## src/rtl/alu_fault_injector.sv

```systemverilog
// ---------------------------------------------------------------------------
// alu_fault_injector
//
// Fault-injection controller for the nine-replica voted ALU. It produces
// per-replica AND/OR/XOR corruption masks. The masks sit between each
// replica's result bus and the voter. A run injects a programmed number of
// faults with a programmed idle spacing between them. Each fault goes either
// to a fixed replica/bit or to one picked by a free-running LFSR.
//
// Parameters:
//   WIDTH  result width per replica
//   NREP   replica count (at most 16)
//   SEED   LFSR reset value (must be nonzero)
//
// Ports:
//   clk        rising-edge clock
//   reset      asynchronous, active-high reset
//   start      launch request, only looked at while idle
//   clear      synchronous return of stuck masks to pass-through
//   cfg_lane   fixed target replica
//   cfg_bit    fixed target bit
//   cfg_mode   00 stuck-at-0, 01 stuck-at-1, 10 one-cycle flip, 11 illegal
//   cfg_rand   take lane/bit from the LFSR instead of cfg_lane/cfg_bit
//   cfg_count  number of faults to inject (0 is illegal)
//   cfg_gap    idle cycles before each injection
//   and_mask   replica r owns bits [r*WIDTH +: WIDTH]; 0 forces a bit low
//   or_mask    1 forces a bit high
//   xor_mask   1 inverts a bit
//   busy       high whenever the controller is not idle
//   done       one-cycle pulse at the end of a run
//   err        one-cycle pulse when a start is rejected
//   inj_count  faults injected since reset, wraps
// ---------------------------------------------------------------------------
module alu_fault_injector #(
    parameter int          WIDTH = 32,
    parameter int          NREP  = 9,
    parameter logic [15:0] SEED  = 16'hACE1
) (
    input  logic                  clk,
    input  logic                  reset,
    input  logic                  start,
    input  logic                  clear,
    input  logic [3:0]            cfg_lane,
    input  logic [4:0]            cfg_bit,
    input  logic [1:0]            cfg_mode,
    input  logic                  cfg_rand,
    input  logic [7:0]            cfg_count,
    input  logic [15:0]           cfg_gap,
    output logic [NREP*WIDTH-1:0] and_mask,
    output logic [NREP*WIDTH-1:0] or_mask,
    output logic [NREP*WIDTH-1:0] xor_mask,
    output logic                  busy,
    output logic                  done,
    output logic                  err,
    output logic [15:0]           inj_count
);

    localparam int          TOTAL     = NREP * WIDTH;
    localparam logic [15:0] LFSR_TAPS = 16'hB400;
    localparam logic [1:0]  MODE_SA0  = 2'b00;
    localparam logic [1:0]  MODE_SA1  = 2'b01;
    localparam logic [1:0]  MODE_FLIP = 2'b10;
    localparam logic [1:0]  MODE_BAD  = 2'b11;

    typedef enum logic [1:0] {
        IDLE,
        GAP,
        INJECT,
        DONE
    } state_t;

    state_t      state;
    logic [3:0]  lat_lane;
    logic [4:0]  lat_bit;
    logic [1:0]  lat_mode;
    logic        lat_rand;
    logic [15:0] lat_gap;
    logic [7:0]  remaining;
    logic [15:0] gap_cnt;
    logic [15:0] lfsr;

    logic             cfg_illegal;
    logic [3:0]       tgt_lane;
    logic [4:0]       tgt_bit;
    logic [31:0]      tgt_idx;
    logic [TOTAL-1:0] tgt_onehot;
    logic [TOTAL-1:0] and_next;
    logic [TOTAL-1:0] or_next;
    logic [TOTAL-1:0] xor_next;

    // A start is refused when the mode is the reserved encoding, when no
    // faults are requested, or when a fixed lane names a replica that does
    // not exist. A random lane is always folded into range, so cfg_lane
    // is ignored in that case.
    always_comb begin
        cfg_illegal = (cfg_mode == MODE_BAD) ||
                      (cfg_count == 8'd0) ||
                      (!cfg_rand && (32'(cfg_lane) >= 32'(NREP)));
    end

    // Pick the target replica and bit for the current INJECT cycle. In
    // random mode the low nibble of the LFSR can exceed the replica count.
    // In that case it is folded back by one subtraction, which is enough
    // because NREP is at least half of 16 for the voted ALU. The result is
    // turned into a one-hot vector over the flattened mask buses.
    always_comb begin
        tgt_lane = lat_lane;
        tgt_bit  = lat_bit;
        if (lat_rand) begin
            tgt_bit = lfsr[8:4];
            if (32'(lfsr[3:0]) >= 32'(NREP)) begin
                tgt_lane = lfsr[3:0] - 4'(NREP);
            end else begin
                tgt_lane = lfsr[3:0];
            end
        end
        tgt_idx    = 32'(tgt_lane) * 32'(WIDTH) + 32'(tgt_bit);
        tgt_onehot = {{(TOTAL-1){1'b0}}, 1'b1} << tgt_idx;
    end

    // Next value of the three masks. A clear is applied before any fault
    // landing in the same cycle, so that fault survives the clear. Flips
    // never persist: xor_mask falls back to zero on every cycle that is
    // not an INJECT of a flip.
    always_comb begin
        and_next = clear ? {TOTAL{1'b1}} : and_mask;
        or_next  = clear ? {TOTAL{1'b0}} : or_mask;
        xor_next = {TOTAL{1'b0}};
        if (state == INJECT) begin
            case (lat_mode)
                MODE_SA0: begin
                    and_next = and_next & ~tgt_onehot;
                    or_next  = or_next & ~tgt_onehot;
                end
                MODE_SA1: begin
                    and_next = and_next | tgt_onehot;
                    or_next  = or_next | tgt_onehot;
                end
                MODE_FLIP: begin
                    xor_next = tgt_onehot;
                end
                default: begin
                end
            endcase
        end
    end

    // Sequencer. All outputs are registered here, so nothing reaches the
    // outputs combinationally from the inputs. The LFSR runs in every state.
    // The pattern of random targets therefore depends only on how many
    // cycles have passed since reset, which keeps runs repeatable. busy is
    // set on the accepting edge and cleared on the edge that leaves DONE.
    always_ff @(posedge clk or posedge reset) begin
        if (reset) begin
            state     <= IDLE;
            lat_lane  <= 4'd0;
            lat_bit   <= 5'd0;
            lat_mode  <= MODE_SA0;
            lat_rand  <= 1'b0;
            lat_gap   <= 16'd0;
            remaining <= 8'd0;
            gap_cnt   <= 16'd0;
            lfsr      <= SEED;
            and_mask  <= {TOTAL{1'b1}};
            or_mask   <= {TOTAL{1'b0}};
            xor_mask  <= {TOTAL{1'b0}};
            busy      <= 1'b0;
            done      <= 1'b0;
            err       <= 1'b0;
            inj_count <= 16'd0;
        end else begin
            lfsr     <= (lfsr >> 1) ^ ({16{lfsr[0]}} & LFSR_TAPS);
            and_mask <= and_next;
            or_mask  <= or_next;
            xor_mask <= xor_next;
            done     <= 1'b0;
            err      <= 1'b0;
            case (state)
                IDLE: begin
                    if (start) begin
                        if (cfg_illegal) begin
                            err <= 1'b1;
                        end else begin
                            lat_lane  <= cfg_lane;
                            lat_bit   <= cfg_bit;
                            lat_mode  <= cfg_mode;
                            lat_rand  <= cfg_rand;
                            lat_gap   <= cfg_gap;
                            remaining <= cfg_count;
                            gap_cnt   <= cfg_gap;
                            busy      <= 1'b1;
                            state     <= (cfg_gap == 16'd0) ? INJECT : GAP;
                        end
                    end
                end
                GAP: begin
                    gap_cnt <= gap_cnt - 16'd1;
                    if (gap_cnt == 16'd1) begin
                        state <= INJECT;
                    end
                end
                INJECT: begin
                    inj_count <= inj_count + 16'd1;
                    remaining <= remaining - 8'd1;
                    if (remaining == 8'd1) begin
                        done  <= 1'b1;
                        state <= DONE;
                    end else begin
                        gap_cnt <= lat_gap;
                        state   <= (lat_gap == 16'd0) ? INJECT : GAP;
                    end
                end
                DONE: begin
                    busy  <= 1'b0;
                    state <= IDLE;
                end
                default: begin
                    state <= IDLE;
                end
            endcase
        end
    end

endmodule

```

## config.mk

```make
export PLATFORM = sky130hd
export DESIGN_NAME = alu_fault_injector
export DESIGN_NICKNAME = d
export VERILOG_FILES = /design/src/rtl/alu_fault_injector.sv
export SDC_FILE = /design/constraint.sdc
export NUM_CORES = 2
export LEC_CHECK = 0
export CORE_AREA = 5 5 354 356
export CTS_CLUSTER_DIAMETER = 120
export DETAILED_ROUTE_END_ITERATION = 8
export DIE_AREA = 0 0 359 361
export GPL_ROUTABILITY_DRIVEN = 0
export PLACE_DENSITY = 0.67
export RECOVER_POWER = 100
export SLEW_MARGIN = 25
export SYNTH_ARGS = -nofsm -noshare
export SYNTH_HDL_FRONTEND = slang
export SYNTH_SLANG_ARGS = --single-unit
```

## constraint.sdc

```tcl
create_clock -name clk -period 90.5 [get_ports clk]
set_clock_uncertainty 0.05 [all_clocks]
set_input_delay 9.05 -clock clk [delete_from_list [all_inputs] [get_ports clk]]
set_output_delay 9.05 -clock clk [all_outputs]
set_load 0.02 [all_outputs]
```

==> run metrics <==
unrepaired setup endpoints after global routing no; drt initial violations 3193; Unique masters post-synth 74; Pint 0.000773 W; Initial Utilization 33.3%; Mapped Cells 3668; synth warn 0; Slew @ Worst Pin 5740 ps; crit path buf inv count 5; DR WL/cell 27.5 µm; Pre-Repair DR Iteration Count 6; Seq pwr share 36.6%; Worst IR Drop VDD 0.0000253 V; Simple-Gate Fraction of Synth Area 21.4%; sequential share of the synthesized area 60.0%; critical path arrival 22590 ps; slew margin rel. -285%; Max-Cap Viols 29; Hold Path Sink lfsr[11]; clock period minus worst slack 22820 ps; switching power total 0.000508 W; commonest non-fill, non-tap cells in the layout dlygate4sd3_1 (885), dfrtp_1 (657), nor2_1 (521); Reg clk slew, reported paths 60 ps; power share of the clock group 34.7%; crit-path max cell delay 3790 ps; mux cell area share after synthesis 8.88%; Worst EP required 90260 ps; critical path launch point type input port; WL final 170 mm; setup TNS 0 ps; # nets final 4514; largest family of logic cells by synthesized area simple AND/OR/NAND/NOR gates; total design power 0.00128 W; antenna violation net count after detailed routing 0; Syn Std Cell Area 40400 µm²; GR Util All Layers 25.1%; Max Buffers Root-to-Sink 3; CP max stage cell clkbuf_1; Vias 33259; reg2reg path depth 5; asr flop ratio synth 100%; combinational share of power 28.7%; delay-heaviest family, CP buffers and inverters; critical-path maximum fanout 138; Synth Area in Compound Gates 5.65%; Net Sw Frac 39.7%; Slew Limit Fails 2070; FMAX 0.0438 GHz; area grow syn2layout 35.6%; Final setup viols 0; clock sink count 953; failing checks capacitance limit, slew limit; CP Capture Type asynchronous set/reset pin; adder-cell area share of the yosys netlist 0.372%; reg2reg setup slack 79780 ps; antenna violations before repair 6; TritonCTS Buffers 105; LEAKAGE 23.6 nW; port bufs 922; CP most frequent cell clkbuf_1; vias in the first global route 33334; hold path depth 0; Post-CTS Hold Fix Bufs 0; via density per instance 5.38; Max H-tree Level 3; Worst Hold Launch lfsr[12]; # DRC 0; CTS tree done; run status finished with violations; Core Area 121000 µm²; setup repair bufs after CTS 0; die area 130000 µm²; Worst Path Class, Setup input port to asynchronous set/reset pin; Post-synth EDFFs 0; share of layout cells above drive strength 1 14.6%; largest net degree at the start of global routing 180; post-synthesis xor/xnor area fraction 0.434%; Die H 361 µm; syn nets 3720; final hold viol count 0; Main synth FF type dfrtp_1; most common cell after layout, fill and taps aside dlygate4sd3_1; Worst Hold Class flip-flop to flip-flop; clk root buf clkbuf_16; cts repair resizes 0; Die W 359 µm; global-route wire length before repair 243 mm; Power Dens Cells 23.4 nW/µm²; Filler Cell Count 11361; Final WS setup 67680 ps; std cell rows 128; CP startpoint reset; synthesis-stage register bit count 953; worst slack, placed 77610 ps; r2r endpoint xor_mask[257]; Post-Syn Area per Cell 11.0 µm²; worst skew pair latency 720 ps; worst r2r src lat_mode[0]; total grt overflow 0; period utilization 25.2%; DPL Wire Length 116 mm; crit-path cells dlygate4sd3_1 -> clkinvlp_2 -> clkbuf_1 -> clkbuf_1 -> clkbuf_1; IO Pins 923
synth_stat cells (all sizes together), types with 11 or more instances:
master / n / area share, %
nand2b: 270 / 4.2
mux2: 42 / 1.2
clkbuf: 229 / 2.1
o21ai: 287 / 3.6
nand4: 219 / 3.4
dfstp: 296 / 19
nor4: 63 / 2.3
ha: 12 / 0.37
nor2: 527 / 4.9
inv: 18 / 0.17
dfrtp: 657 / 41
nand2: 94 / 0.87
a21oi: 15 / 0.20
o32ai: 11 / 0.24
buf: 78 / 1.0
nand3: 83 / 1.0
and3: 11 / 0.17
mux2i: 310 / 7.7
nor3: 302 / 3.8
sequential cells by signal (all words and copies together), names as in the netlist, 2 cells and up:
| register | flops |
|---|---|
| state | 2 |
| inj_count | 16 |
| or_mask | 288 |
| lat_lane | 4 |
| lfsr | 16 |
| remaining | 8 |
| and_mask | 288 |
| xor_mask | 288 |
| lat_bit | 5 |
| gap_cnt | 16 |
| lat_gap | 16 |
| lat_mode | 2 |
power groups by stage:
stage               sequential (W)  combinational, W  clock [W]
floorplan                 0.000465          0.000229          0
global placement          0.000475          0.000367          0
detailed placement        0.000476          0.000369          0
CTS                       0.000469          0.000369   0.000452
global route              0.000471          0.000389   0.000469
finish                    0.000469          0.000368   0.000444
area by class of cell:
cell class,instances,area (µm²),share of cell area [%]
Sequential cell,953,24200,44.2
Multi-Input combinational cell,2390,15200,27.7
Timing Repair Buffer,994,9690,17.7
Clock buffer,155,3120,5.69
Tap cell,1625,2030,3.71
Clock inverter,39,492,0.898
Inverter,18,70.1,0.128
Antenna cell,6,15.0,0.0274
worst register-to-register path: stages (launching register included):
cell and delay [ps]:
dfrtp_1 1960, clkinvlp_2 4830, and3_1 1950, nand3_1 230, clkbuf_1 1300, nor3_1 200
kinds of logic (layout without fill, tap and decap cells):
family,Yosys count,after routing
other,0,6
AO/OA/AOI/OAI,393,393
AND/OR/NAND/NOR,1613,1613
multiplexers,352,352
buffers and inverters,325,1206
XOR/XNOR,20,20
flip-flops,953,953
adder cells (fa/ha/maj),12,12
layer usage:
metal,GRT usage [%],share of wire [%],up-vias
met1,30.9,39,17009
met5,0,0.0041,-
met2,40.6,47,1507
met4,11.3,4.8,2
met3,7.68,8.6,333
li1,-,-,14408
worst max path at each step:
stage,to,slack [ps],depth (start not counted)
after floorplan,busy,55090,1
after global placement,inj_count[10],77680,5
after detailed placement,inj_count[11],77610,5
after CTS,or_mask[7],78420,5
after global routing,or_mask[84],64720,5
final,or_mask[72],67680,5
through the flow:
stage	hold WS [ps]	instances	utilization (%)	instance area [µm²]
floorplan	281	3668	-	40400
global placement	285	5977	42.2	51200
detailed placement	289	5977	42.2	51300
CTS	302	6171	45.2	54900
global route	315	6177	45.1	54800
finish	299	6180	45.1	54800
Note: power is estimated with default switching activity, not from simulation.
==> edit (config.mk and constraints unchanged) <==
Set the parameter `WIDTH` to 40 (it was 32).
--- a/src/rtl/alu_fault_injector.sv
+++ b/src/rtl/alu_fault_injector.sv
@@ -33,5 +33,5 @@
 // ---------------------------------------------------------------------------
 module alu_fault_injector #(
-    parameter int          WIDTH = 32,
+    parameter int          WIDTH = 40,
     parameter int          NREP  = 9,
     parameter logic [15:0] SEED  = 16'hACE1
Interface: changed (resized and_mask, or_mask and xor_mask); port bits go from 923 to 1139. No check against the original RTL was run, so the function may have changed too.
==> edit against the original RTL <==
The flow still finishes with violations (max-capacitance violations, max-slew violations); combinational power up 33%; hold slack better by 4.2 ps; synthesized cell count is 27% higher; register-to-register slack gained 1900 ps; core utilization is 9.7 points higher; critical path depth is 1 higher; cell area rose by 21%; area after synthesis rose by 22%; power grew 25%; sequential cell count rose by 216; worst setup slack got worse by 4000 ps; non-clock buffer count increased by 240; routed wire length is 32% higher; critical endpoint is now or_mask[311]$_DFF_PP0_; largest power group unchanged.
==> edit: results (changes against the original RTL) <==
Flow run
  • Max Cap Viol: 33 (+14%)

STA
  • Pins Over Slew Limit: 2571 (+24%)

Cells and area
  • Layout cell share with drive strength beyond 1: 12.4% (-2.1 points)
  • Nets: 5697 (+26%)
  • Fillers: 10600 (-6.5%)
  • Register area: 29700 um^2 (+23%)
  • Regs by FF count: and_mask (360), or_mask (360), xor_mask (360)

GRT
  • Largest net degree at the start of global routing: 202 (+12%)
  • First-pass GRT wire length: 316000 um (+30%)
  • Initial antenna violation count: 17 (+11)
  • Vias in the first global route: 40900 (+23%)

Synthesis
  • Top area cells in the synthesized netlist: dfrtp_1, dfstp_2, mux2i_1, nor2_1, nor3_1
  • Sequential share of the synthesized area: 60.3% (+0.39 points)
  • Unique masters post-synth: 76 (+2.7%)
  • Area fraction in compound gates after synthesis: 5.29% (-0.36 points)
  • Synth Area in Adders: 0.541% (+0.17 points)
  • Xor/xnor cell area share of the yosys netlist: 0.623% (+0.19 points)

Setup path
  • Crit-path max FO: 146 (+5.8%)

Place
  • Pre-CTS setup slack: 76670 ps (-944 ps)
  • Hpwl dp: 156000 um (+34%)
  • Placed standard-cell area: 62200 um^2 (+21%)

Status
  • Outcome: finished with violations
  • Failing checks: max-capacitance violations, max-slew violations

Clock tree
  • CTS Buf Count: 130 (+24%)
  • H-tree depth: 4 (+1)

Routing
  • Drt initial violations: 4171 (+31%)
  • Via-to-Cell Ratio: 5.62 (+4.5%)
  • Post-Route WL: 225000 um (+32%)

Power and ir drop
  • Leak: 31.0 nW (+31%)
## edit: changes by cell type after synthesis, moves of 80 or more
cell	delta
nand3_1	+180
nor3_1	+80
nand4_1	-201
dfrtp_1	+144
clkbuf_1	+83
mux2i_1	+151
nand2_1	+342
a21oi_1	+89
## edit: critical path, cell delays in order
cell,delay (ps)
dlygate4sd3_1,540
clkinvlp_2,3000
clkbuf_1,5500
clkbuf_1,2570
clkbuf_1,2780
clkbuf_1,2860
## edit: cells by family after synthesis
logic type,count (synthesis)
XOR/XNOR,35
flip-flops,1169
adder cells (fa/ha/maj),21
AO/OA/AOI/OAI,445
AND/OR/NAND/NOR,2110
multiplexers,466
buffers and inverters,409
## edit: layout make-up
cell class | count | share of cell area, %
Clock buffer | 185 | 5.82
Tap cell | 1625 | 3.06
Timing Repair Buffer | 1234 | 18.1
Inverter | 26 | 0.160
Sequential cell | 1169 | 44.7
Antenna cell | 3 | 0.0113
Clock inverter | 55 | 0.862
Multi-Input combinational cell | 3077 | 27.3
## edit: worst paths after layout
| path | startpoint | to | slack, ps | depth (start not counted) |
|---|---|---|---|---|
| worst max register to register | lfsr[0]$_DFF_PP1_ | xor_mask[316]$_DFF_PP0_ | 81640 | 16 |
| worst min register to register | lfsr[12]$_DFF_PP0_ | lfsr[11]$_DFF_PP1_ | 300 | 0 |
| min in group asynchronous | reset | xor_mask[319]$_DFF_PP0_ | 10380 | 2 |
| max in group clk | clear | and_mask[276]$_DFF_PP1_ | 71080 | 4 |
| worst max-delay path | reset | or_mask[311]$_DFF_PP0_ | 63640 | 6 |
| worst min-delay path | lfsr[12]$_DFF_PP0_ | lfsr[11]$_DFF_PP1_ | 300 | 0 |
## edit: metal layers
metal  wire, um  global-route usage (%)
met3      19900                    10.0
met4      12900                    16.4
met5         68                       0
met1      87600                    42.0
met2     104000                    53.0
## edit: stage by stage
step                power [mW]  hold WS, ps  instances
finish                    1.60          303       7374
global route              1.65          315       7374
CTS                       1.60          307       7368
detailed placement        1.05          293       7128
global placement          1.05          285       7124
floorplan                0.820          281       4655
## edit: power groups by stage
stage	Combinational [mW]	Sequential (mW)	Clock, mW
2_1_floorplan	0.257	0.564	0
3_3_place_gp	0.483	0.565	0
3_5_place_dp	0.489	0.566	0
4_1_cts	0.489	0.557	0.557
5_1_grt	0.512	0.559	0.578
6_report	0.489	0.557	0.550
